File: config.mk
export PLATFORM = sky130hd
export DESIGN_NAME = seq_div18_flat
export DESIGN_NICKNAME = d
export VERILOG_FILES = /design/src/rtl/div_pkg.sv /design/src/rtl/seq_div18_if.sv /design/src/rtl/div_trial_sub.sv /design/src/rtl/fulladd.sv /design/src/rtl/seq_div18.sv /design/src/flat_wrapper.sv
export SDC_FILE = /design/constraint.sdc
export NUM_CORES = 1
export LEC_CHECK = 0
export ABC_AREA = 0
export CAP_MARGIN = 20
export CORE_MARGIN = 4
export CORE_UTILIZATION = 54
export DETAILED_ROUTE_END_ITERATION = 16
export GPL_ROUTABILITY_DRIVEN = 1
export GPL_TIMING_DRIVEN = 0
export PLACE_DENSITY = 0.8
export SLEW_MARGIN = 20
export SYNTH_ARGS = -nofsm -noshare
export SYNTH_HDL_FRONTEND = slang
export SYNTH_SLANG_ARGS = --single-unit
File: constraint.sdc
create_clock -name clk -period 12.5 [get_ports clk]
set_input_delay 2.5 -clock clk [delete_from_list [all_inputs] [get_ports clk]]
set_output_delay 2.5 -clock clk [all_outputs]
set_load 0.05 [all_outputs]
File: src/rtl/div_pkg.sv
// Shared widths and state encoding for the sequential restoring divider.
package div_pkg;

  localparam int unsigned DW = 18;
  localparam int unsigned VW = 16;
  localparam int unsigned CW = $clog2(DW);

  typedef enum logic [1:0] {
    ST_IDLE = 2'd0,
    ST_BUSY = 2'd1,
    ST_DONE = 2'd2
  } state_e;

endpackage

File: src/rtl/seq_div18_if.sv
// Operand and result valid/ready handshake bundle of the divider.
interface seq_div18_if;
  import div_pkg::*;

  logic          in_valid;
  logic          in_ready;
  logic [DW-1:0] dividend;
  logic [VW-1:0] divisor;
  logic          out_valid;
  logic          out_ready;
  logic [DW-1:0] quotient;
  logic [VW-1:0] remainder;
  logic          div0;

  modport master (
    output in_valid, dividend, divisor, out_ready,
    input  in_ready, out_valid, quotient, remainder, div0
  );

  modport slave (
    input  in_valid, dividend, divisor, out_ready,
    output in_ready, out_valid, quotient, remainder, div0
  );

endinterface

File: src/rtl/div_trial_sub.sv
// Trial subtract P' - D as P' + ~D + 1 over VW+1 bits; borrow=0 means P' >= D.
module div_trial_sub import div_pkg::*; (
  input  logic [VW:0]   p,
  input  logic [VW-1:0] d,
  output logic [VW-1:0] diff,
  output logic          borrow
);

  logic [VW:0]   d_ext;
  logic [VW:0]   sum;
  logic [VW+1:0] carry;
  logic          unused_msb;

  assign d_ext    = {1'b0, d};
  assign carry[0] = 1'b1;

  for (genvar i = 0; i < int'(VW) + 1; i++) begin : g_fa
    fulladd u_fa (
      .a  (p[i]),
      .b  (~d_ext[i]),
      .ci (carry[i]),
      .s  (sum[i]),
      .co (carry[i+1])
    );
  end

  // A kept difference is always below D, so its top bit is zero.
  assign diff       = sum[VW-1:0];
  assign unused_msb = sum[VW];
  assign borrow     = ~carry[VW+1];

endmodule

File: src/rtl/fulladd.sv
// One-bit full adder cell.
module fulladd (
  input  logic a,
  input  logic b,
  input  logic ci,
  output logic s,
  output logic co
);

  assign s  = a ^ b ^ ci;
  assign co = (a & b) | (a & ci) | (b & ci);

endmodule

File: src/rtl/seq_div18.sv
// Radix-2 restoring divider: 18-bit dividend / 16-bit divisor, one quotient bit per cycle.
module seq_div18 import div_pkg::*; (
  input logic        clk,
  input logic        rst,
  seq_div18_if.slave bus
);

  state_e        state_q, state_d;
  logic [DW-1:0] q_q, q_d;
  logic [VW-1:0] p_q, p_d;
  logic [VW-1:0] d_q, d_d;
  logic [CW-1:0] cnt_q, cnt_d;
  logic [DW-1:0] quot_q, quot_d;
  logic [VW-1:0] rem_q, rem_d;
  logic          div0_q, div0_d;
  logic          in_ready_q, in_ready_d;
  logic          out_valid_q, out_valid_d;

  logic [VW:0]   p_shift;
  logic [VW-1:0] diff;
  logic          borrow;
  logic [VW-1:0] p_next;
  logic [DW-1:0] q_shift;

  assign p_shift = {p_q, q_q[DW-1]};
  assign q_shift = {q_q[DW-2:0], ~borrow};
  assign p_next  = borrow ? p_shift[VW-1:0] : diff;

  div_trial_sub u_sub (
    .p      (p_shift),
    .d      (d_q),
    .diff   (diff),
    .borrow (borrow)
  );

  // State register
  always_ff @(posedge clk or posedge rst) begin
    if (rst) state_q <= ST_IDLE;
    else     state_q <= state_d;
  end

  // Next-state logic; DONE releases only once the result has actually been shown
  always_comb begin
    state_d = state_q;
    case (state_q)
      ST_IDLE: if (bus.in_valid) state_d = (bus.divisor == '0) ? ST_DONE : ST_BUSY;
      ST_BUSY: if (cnt_q == '0) state_d = ST_DONE;
      ST_DONE: if (out_valid_q && bus.out_ready) state_d = ST_IDLE;
      default: state_d = ST_IDLE;
    endcase
  end

  // Output and datapath next values
  always_comb begin
    q_d         = q_q;
    p_d         = p_q;
    d_d         = d_q;
    cnt_d       = cnt_q;
    quot_d      = quot_q;
    rem_d       = rem_q;
    div0_d      = div0_q;
    in_ready_d  = (state_d == ST_IDLE);
    out_valid_d = 1'b0;
    case (state_q)
      ST_IDLE: begin
        if (bus.in_valid) begin
          q_d   = bus.dividend;
          d_d   = bus.divisor;
          p_d   = '0;
          cnt_d = CW'(DW - 1);
          if (bus.divisor == '0) begin
            quot_d = '1;
            rem_d  = bus.dividend[VW-1:0];
            div0_d = 1'b1;
          end
        end
      end
      ST_BUSY: begin
        q_d   = q_shift;
        p_d   = p_next;
        cnt_d = cnt_q - CW'(1);
        if (cnt_q == '0) begin
          quot_d      = q_shift;
          rem_d       = p_next;
          div0_d      = 1'b0;
          out_valid_d = 1'b1;
        end
      end
      ST_DONE: out_valid_d = !(out_valid_q && bus.out_ready);
      default: ;
    endcase
  end

  always_ff @(posedge clk or posedge rst) begin
    if (rst) begin
      q_q         <= '0;
      p_q         <= '0;
      d_q         <= '0;
      cnt_q       <= '0;
      quot_q      <= '0;
      rem_q       <= '0;
      div0_q      <= 1'b0;
      in_ready_q  <= 1'b1;
      out_valid_q <= 1'b0;
    end else begin
      q_q         <= q_d;
      p_q         <= p_d;
      d_q         <= d_d;
      cnt_q       <= cnt_d;
      quot_q      <= quot_d;
      rem_q       <= rem_d;
      div0_q      <= div0_d;
      in_ready_q  <= in_ready_d;
      out_valid_q <= out_valid_d;
    end
  end

  assign bus.in_ready  = in_ready_q;
  assign bus.out_valid = out_valid_q;
  assign bus.quotient  = quot_q;
  assign bus.remainder = rem_q;
  assign bus.div0      = div0_q;

endmodule

File: src/flat_wrapper.sv
// flat-port wrapper written by rule: the top's interface ports become plain ports
module seq_div18_flat import div_pkg::*;
  (clk, rst, bus_in_valid, bus_dividend, bus_divisor, bus_out_ready, bus_in_ready, bus_out_valid, bus_quotient, bus_remainder, bus_div0);
  seq_div18_if bus_i ();
  input logic clk;
  input logic rst;
  input wire logic [$bits(bus_i.in_valid)-1:0] bus_in_valid;
  input wire logic [$bits(bus_i.dividend)-1:0] bus_dividend;
  input wire logic [$bits(bus_i.divisor)-1:0] bus_divisor;
  input wire logic [$bits(bus_i.out_ready)-1:0] bus_out_ready;
  output wire logic [$bits(bus_i.in_ready)-1:0] bus_in_ready;
  output wire logic [$bits(bus_i.out_valid)-1:0] bus_out_valid;
  output wire logic [$bits(bus_i.quotient)-1:0] bus_quotient;
  output wire logic [$bits(bus_i.remainder)-1:0] bus_remainder;
  output wire logic [$bits(bus_i.div0)-1:0] bus_div0;
  assign bus_i.in_valid = bus_in_valid;
  assign bus_i.dividend = bus_dividend;
  assign bus_i.divisor = bus_divisor;
  assign bus_i.out_ready = bus_out_ready;
  assign bus_in_ready = bus_i.in_ready;
  assign bus_out_valid = bus_i.out_valid;
  assign bus_quotient = bus_i.quotient;
  assign bus_remainder = bus_i.remainder;
  assign bus_div0 = bus_i.div0;
  seq_div18 u_core (.clk(clk), .rst(rst), .bus(bus_i));
endmodule
# Yosys cells after proc, flatten, opt, wreduce, memory -nomap -nowiden
# Index checks and enable logic that the tools add are counted.
[word_totals]
elab_cells = 181
reg_bits = 94
in_bits = 38
[classes]
n_reduce_logical = 10
eq_ne = 5
addsub = 1
muxes = 26
bitwise = 129
[ops]
columns = ["cell", "count"]
rows = [
  ["$mux 16", 5],
  ["$mux 18", 4],
  ["$pmux 18 s2", 2],
  ["$pmux 16 s2", 2],
  ["$and 1x1->1", 47],
  ["$or 1x1->1", 34],
  ["$xor 1x1->1", 31],
  ["$not 1->1", 17],
  ["$logic_not 16->1", 1],
  ["$pmux 5 s2", 1],
  ["$mux 2", 4],
  ["$pmux 2 s3", 1],
  ["$logic_not 5->1", 1],
  ["$mux 5", 1],
  ["$sub 5x1->5 const B", 1],
  ["$logic_not 2->1", 2],
  ["$mux 1", 4],
  ["$ne 2x1->1 const B", 2],
  ["$pmux 1 s2", 2],
  ["$reduce_and 2->1", 2],
  ["$reduce_and 4->1", 1],
  ["$eq 2x1->1 const B", 1],
  ["$eq 2x2->1 const B", 1],
  ["$ne 2x2->1 const B", 1],
  ["other kinds (3)", 3],
]

# Longest topological paths before layout
[depth]
depth_word = 55
mapped_depth = 23
depth_no_buf = 22

# Hierarchy
# A second synthesis with hierarchy kept.
[hier_totals]
cells_unflattened = 467
area_unflattened_um2 = 4863.4
[modules_own_cells]
columns = ["mod", "area_per_inst_um2", "seq_area_each_um2", "instances", "cells_each"]
rows = [
  ["seq_div18", 4455.5, 2353.5, 1, 432],
  ["fulladd", 20.0, 0.0, 17, 1],
  ["div_trial_sub", 67.6, 0.0, 1, 18],
]

# Worst setup path before layout
# OpenSTA, ideal clock, no wires.
[synth_path]
path_type = "flip-flop to flip-flop"
startpoint = "reg u_core.q_q[17]"
endpoint = "reg u_core.rem_q[3] (netlist: u_core.bus.remainder[3])"
path_stages_with_launch = 24
period_less_slack_ns = 8.777
t_arrival_ns = 8.651
slack_ns = 3.723
path_cell_list = "dfrtp_1 > inv_1 > ha_1 > inv_1 > fa_1 > fa_1 > fa_1 > fa_1 > fa_1 > fa_1 > fa_1 > fa_1 > fa_1 > fa_1 > fa_1 > fa_1 > fa_1 > fa_1 > fa_1 > nor2_2 > buf_2 > mux2i_1 > a21oi_1 > mux2_4"
[synth_between]
elab_chain_len = 54
elab_cells_between_ends = 70
classes_between = "3 x mux; 67 x bitwise"
[synth_rtl]
columns = ["element", "line_no", "source"]
rows = [
  ["from (decl)", "seq_div18.sv:9", "logic [DW-1:0] q_q, q_d;"],
  ["from (signal assigned)", "seq_div18.sv:106", "q_q <= q_d;"],
  ["$and 1x1->1", "fulladd.sv:11", "assign co = (a & b) | (a & ci) | (b & ci);"],
  ["$or 1x1->1 (*) (2 in series)", "fulladd.sv:11", ""],
  ["$and 1x1->1", "fulladd.sv:11", ""],
  ["$or 1x1->1", "fulladd.sv:11", ""],
  ["$or 1x1->1 (*)", "fulladd.sv:11", ""],
  ["$and 1x1->1", "fulladd.sv:11", ""],
  ["$or 1x1->1", "fulladd.sv:11", ""],
  ["$or 1x1->1 (*)", "fulladd.sv:11", ""],
  ["[34 not listed]", "-", ""],
  ["$or 1x1->1 (2 in series)", "fulladd.sv:11", ""],
  ["$and 1x1->1", "fulladd.sv:11", ""],
  ["$or 1x1->1 (2 in series)", "fulladd.sv:11", ""],
  ["$and 1x1->1", "fulladd.sv:11", ""],
  ["$or 1x1->1 (2 in series)", "fulladd.sv:11", ""],
  ["$mux 16 (*)", "seq_div18.sv:27", "assign p_next = borrow ? p_shift[VW-1:0] : diff;"],
  ["$mux 16 (*)", "seq_div18.sv:82", "if (cnt_q == '0) begin"],
  ["$pmux 16 s2 (*)", "seq_div18.sv:64", "case (state_q)"],
  ["to (signal assigned)", "seq_div18.sv:111", "rem_q <= rem_d;"],
  ["to (decl)", "seq_div18.sv:14", "logic [VW-1:0] rem_q, rem_d;"],
]
# Every way passes the cells marked *; elsewhere a longest branch is shown, timed or not. The select of a mux whose other input is x is not followed.
# A chain may end at the register's enable or synchronous reset.

# Final worst setup path
[layout_path]
startpoint = "reg u_core.q_q[17]"
endpoint = "reg u_core.rem_q[4] (netlist: u_core.bus.remainder[4])"
[layout_between]
elab_chain_len = 54
elab_cells_between_ends = 70
classes_between = "3 x mux; 67 x bitwise"
[layout_rtl]
columns = ["element", "line_no"]
rows = [
  ["$and 1x1->1", "fulladd.sv:11"],
  ["$or 1x1->1 (*) (2 in series)", "fulladd.sv:11"],
  ["$and 1x1->1", "fulladd.sv:11"],
  ["$or 1x1->1", "fulladd.sv:11"],
  ["$or 1x1->1 (*)", "fulladd.sv:11"],
  ["$and 1x1->1", "fulladd.sv:11"],
  ["$or 1x1->1", "fulladd.sv:11"],
  ["$or 1x1->1 (*)", "fulladd.sv:11"],
  ["[34 not listed]", "-"],
  ["$or 1x1->1 (2 in series)", "fulladd.sv:11"],
  ["$and 1x1->1", "fulladd.sv:11"],
  ["$or 1x1->1 (2 in series)", "fulladd.sv:11"],
  ["$and 1x1->1", "fulladd.sv:11"],
  ["$or 1x1->1 (2 in series)", "fulladd.sv:11"],
  ["$mux 16 (*)", "seq_div18.sv:27"],
  ["$mux 16 (*)", "seq_div18.sv:82"],
  ["$pmux 16 s2 (*)", "seq_div18.sv:64"],
]
# Marks and branches as above.

==> flow_summary.yaml <==
critical_path:
  crit_top_cell: "fa_1"
  cp_slowest_cell: "fa_1"
  critPathLaunchType: "register"
  crit_end: "u_core.bus.remainder[4]$_DFFE_PP0P_"
  rr_startpoint: "u_core.q_q[17]$_DFFE_PP0P_"
  crit_path_end_kind: "register"
  worst-endpoint-arrival_ns: 9.61
  worst-path-stages: 23
  cp_num_buf_inv: 3
  r2r_slack_ns: 3.13
  cpPeakStageDelay_ns: 0.48
  crit_type: "register to register"
  required_ns: 12.74
  cp_top_family: "adder cells"
  worstPathMaxFanout: 10
  cp-startpoint: "u_core.q_q[17]$_DFFE_PP0P_"
  regToRegEndpoint: "u_core.bus.remainder[4]$_DFFE_PP0P_"
  r2r_cells: 23
  cp_cell_sequence: "inv_1 > ha_1 > inv_1 > fa_1 > fa_1 > fa_1 > fa_1 > fa_1 > fa_1 > fa_1 > fa_1 > fa_1 > fa_1 > fa_1 > fa_1 > fa_1 > fa_1 > fa_1 > nor2_2 > buf_2 > mux2i_1 > a21oi_1 > mux2_4"
layout:
  fin_cells: 608
  drive_gt1_share_pct: 16.6
  syn_to_final_growth_pct: 23.4
  utilization_pct: 68.3
  num_antenna_cells: 0
  nets: 554
placement:
  port_buffers: 74
  gp_congestion: 0.832
  dp.cells: 592
  place_hpwl_um: 7840
clock_network:
  clk_pin_slew_worst_paths_ns: 0.09
  worst_skew_pair.late_latency_ns: 0.35
  cts.sinks: 94
  cts_buffers: 9
  cts.htree.levels: 3
  clock-root-buffer: "clkbuf_8"
  cts_resized: 0
  cts_hold_buffers: 0
  cts_tree: "built"
  post_cts_buffers: 0
  cts_buffer_depth: 2
sta:
  rsz0062_at_grt: "no"
  setup_violations: 0
  setup_tns_ns: 0
  clock.fmax_mhz: 107
  slew_headroom_pct: 58.2
  post-route-period-util_pct: 74.9
  worstMarginPinSlew_ns: 0.628
  drv_slew: 0
  clock_skew_ns: 0.0134
  finalCriticalPeriod_ns: 9.37
  hold_violations: 0
grt:
  antenna_found_initial: 0
  grt_pass1_wl_um: 16900
  grt_pass1_vias: 3388
  grt_max_degree: 50
  gr-usage-all-layers_pct: 20.9
  overflow: 0
logic_synthesis:
  syn_area_mm2: 0.00483
  synth_commonest_cells: "dfrtp_1 (93), nand2_1 (42), o21ai_0 (39)"
  yosysUniqueCellTypes: 35
  syn_inst: 409
  avgSynthCellArea_um2: 11.8
  synth_area_leader_cell: "dfrtp_1"
  ys_ff_latch: 94
  synth_top_area_share_pct: 48.2
  async_reset_ff_share_pct: 100
  ys.flop_type: "dfrtp_1"
  synth_warnings: 0
  yosysMostFrequentCell: "dfrtp_1"
  ys_seq_area_share_pct: 48.8
  synth_nets: 468
  synth_area_leaders: "dfrtp_1 (48%), mux2_4 (9.0%), mux2i_1 (6.8%), fa_1 (6.2%), mux2_2 (5.1%)"
  synth-edff-count: 0
detailed_routing:
  detail_route.wl_per_cell_um: 16.9
  wl_um: 10300
  drt_iter0_markers: 176
  vias: 3284
  remaining_drc_errors: 0
  drtPass1Iterations: 6
  ant_nets: 0
  post_drt_via_cell_ratio: 5.40
floorplan:
  core-area_mm2: 0.00872
  chipHeight_um: 103
  initial_core_util_pct: 55.3
  die_w_um: 103
  rows: 34
  die_area_mm2: 0.0105
  pin_count: 75
flow_run:
  max_cap_viol_count: 0
worst_hold_path:
  hp-class: "register to register"
status:
  status: "finished clean"
power_and_ir_drop:
  p_leak_nw: 2.76
  powerDensity_mw_per_mm2: 293
  vdd_drop_max_mv: 0.0914
[per-layer routing]
metal  vias to the layer above  track usage [%]  wire (um)
li1                       1559                -          -
met1                      1631             28.6       4600
met2                        78             34.3       5070
met3                        16             2.91        447
met4                         0             7.77        177
met5                         -                0          0
[report_power, final]
group	internal [mW]	switching (mW)	leakage (nW)	total, mW
clock network	0.119	0.105	0.110	0.223
registers	0.437	0.0857	1.13	0.522
logic	0.435	0.567	1.52	1.00
[metrics by stage]
stage	setup slack (ns)	area [um^2]	hold slack [ns]	power, mW
after global routing	2.76	5960	0.513	1.86
after CTS	3.09	5960	0.490	1.76
final	3.13	5960	0.487	1.75
after global placement	3.16	5700	0.467	1.49
after detailed placement	3.10	5730	0.469	1.53
after floorplan	3.72	4830	0.450	1.25
[final cells by class]
cell class | count | area, um^2
Clock inverter | 5 | 81.3
Timing Repair Buffer | 75 | 768
Inverter | 24 | 95.1
Buffer | 22 | 143
Sequential cell | 94 | 2350
Clock buffer | 11 | 141
Multi-Input combinational cell | 269 | 2240
Tap cell | 108 | 135
Fill cell | 620 | 2760
[state kept, by name (all words and copies together) (netlist names)]
register	count
u_core.bus.out_valid	1
u_core.state_q	2
u_core.bus.div0	1
u_core.q_q	18
u_core.cnt_q	5
u_core.bus.quotient	18
u_core.d_q	16
u_core.bus.in_ready	1
u_core.p_q	16
u_core.bus.remainder	16
[how the worst min path moves through the flow]
stage,depth (start not counted),slack [ns],end,startpoint
2_1_floorplan,2,0.45,u_core.q_q[17]$_DFFE_PP0P_,u_core.q_q[17]$_DFFE_PP0P_
3_3_place_gp,1,0.47,u_core.bus.div0$_DFFE_PP0P_,u_core.bus.div0$_DFFE_PP0P_
3_5_place_dp,1,0.47,u_core.bus.div0$_DFFE_PP0P_,u_core.bus.div0$_DFFE_PP0P_
4_1_cts,1,0.49,u_core.bus.div0$_DFFE_PP0P_,u_core.bus.div0$_DFFE_PP0P_
5_1_grt,1,0.51,u_core.bus.div0$_DFFE_PP0P_,u_core.bus.div0$_DFFE_PP0P_
6_report,1,0.49,u_core.bus.div0$_DFFE_PP0P_,u_core.bus.div0$_DFFE_PP0P_
[cell families (layout without fill, tap and decap cells)]
group,Yosys count,count (layout),synth area share [%]
compound gates,72,72,8.27
simple gates,92,92,9.36
buf+inv,46,137,4.82
flops,94,94,48.8
fa+ha+maj,21,21,7.78
mux,84,84,21.0
[cells in the final DEF (no fill, tap or decap), types with 2 or more instances in the layout]
cell and count:
ha_1 6, nand2b_1 19, a21o_1 2, mux2_4 29, clkbuf_1 15, bufinv_16 2
clkbuf_8 10, buf_2 3, dfrtp_1 93, nor2_1 19, a21oi_1 20, a211o_1 2
inv_1 23, nand2_1 42, clkdlybuf4s50_1 74, nor4_2 4, a22o_1 2, mux2_2 22
buf_12 3, fa_1 15, nor3_1 2, mux2i_1 33, o21ai_0 39, nand3_1 2
inv_6 2
[worst reg2reg max path, delay by kind of cell (launching register included)]
family          cells  cell delay (ns)
fa+ha+maj          16             7.12
mux                 2             0.62
buf+inv             3             0.54
simple gates        1             0.47
flops               1             0.39
compound gates      1             0.11
Power figures use the tool's default switching activity.
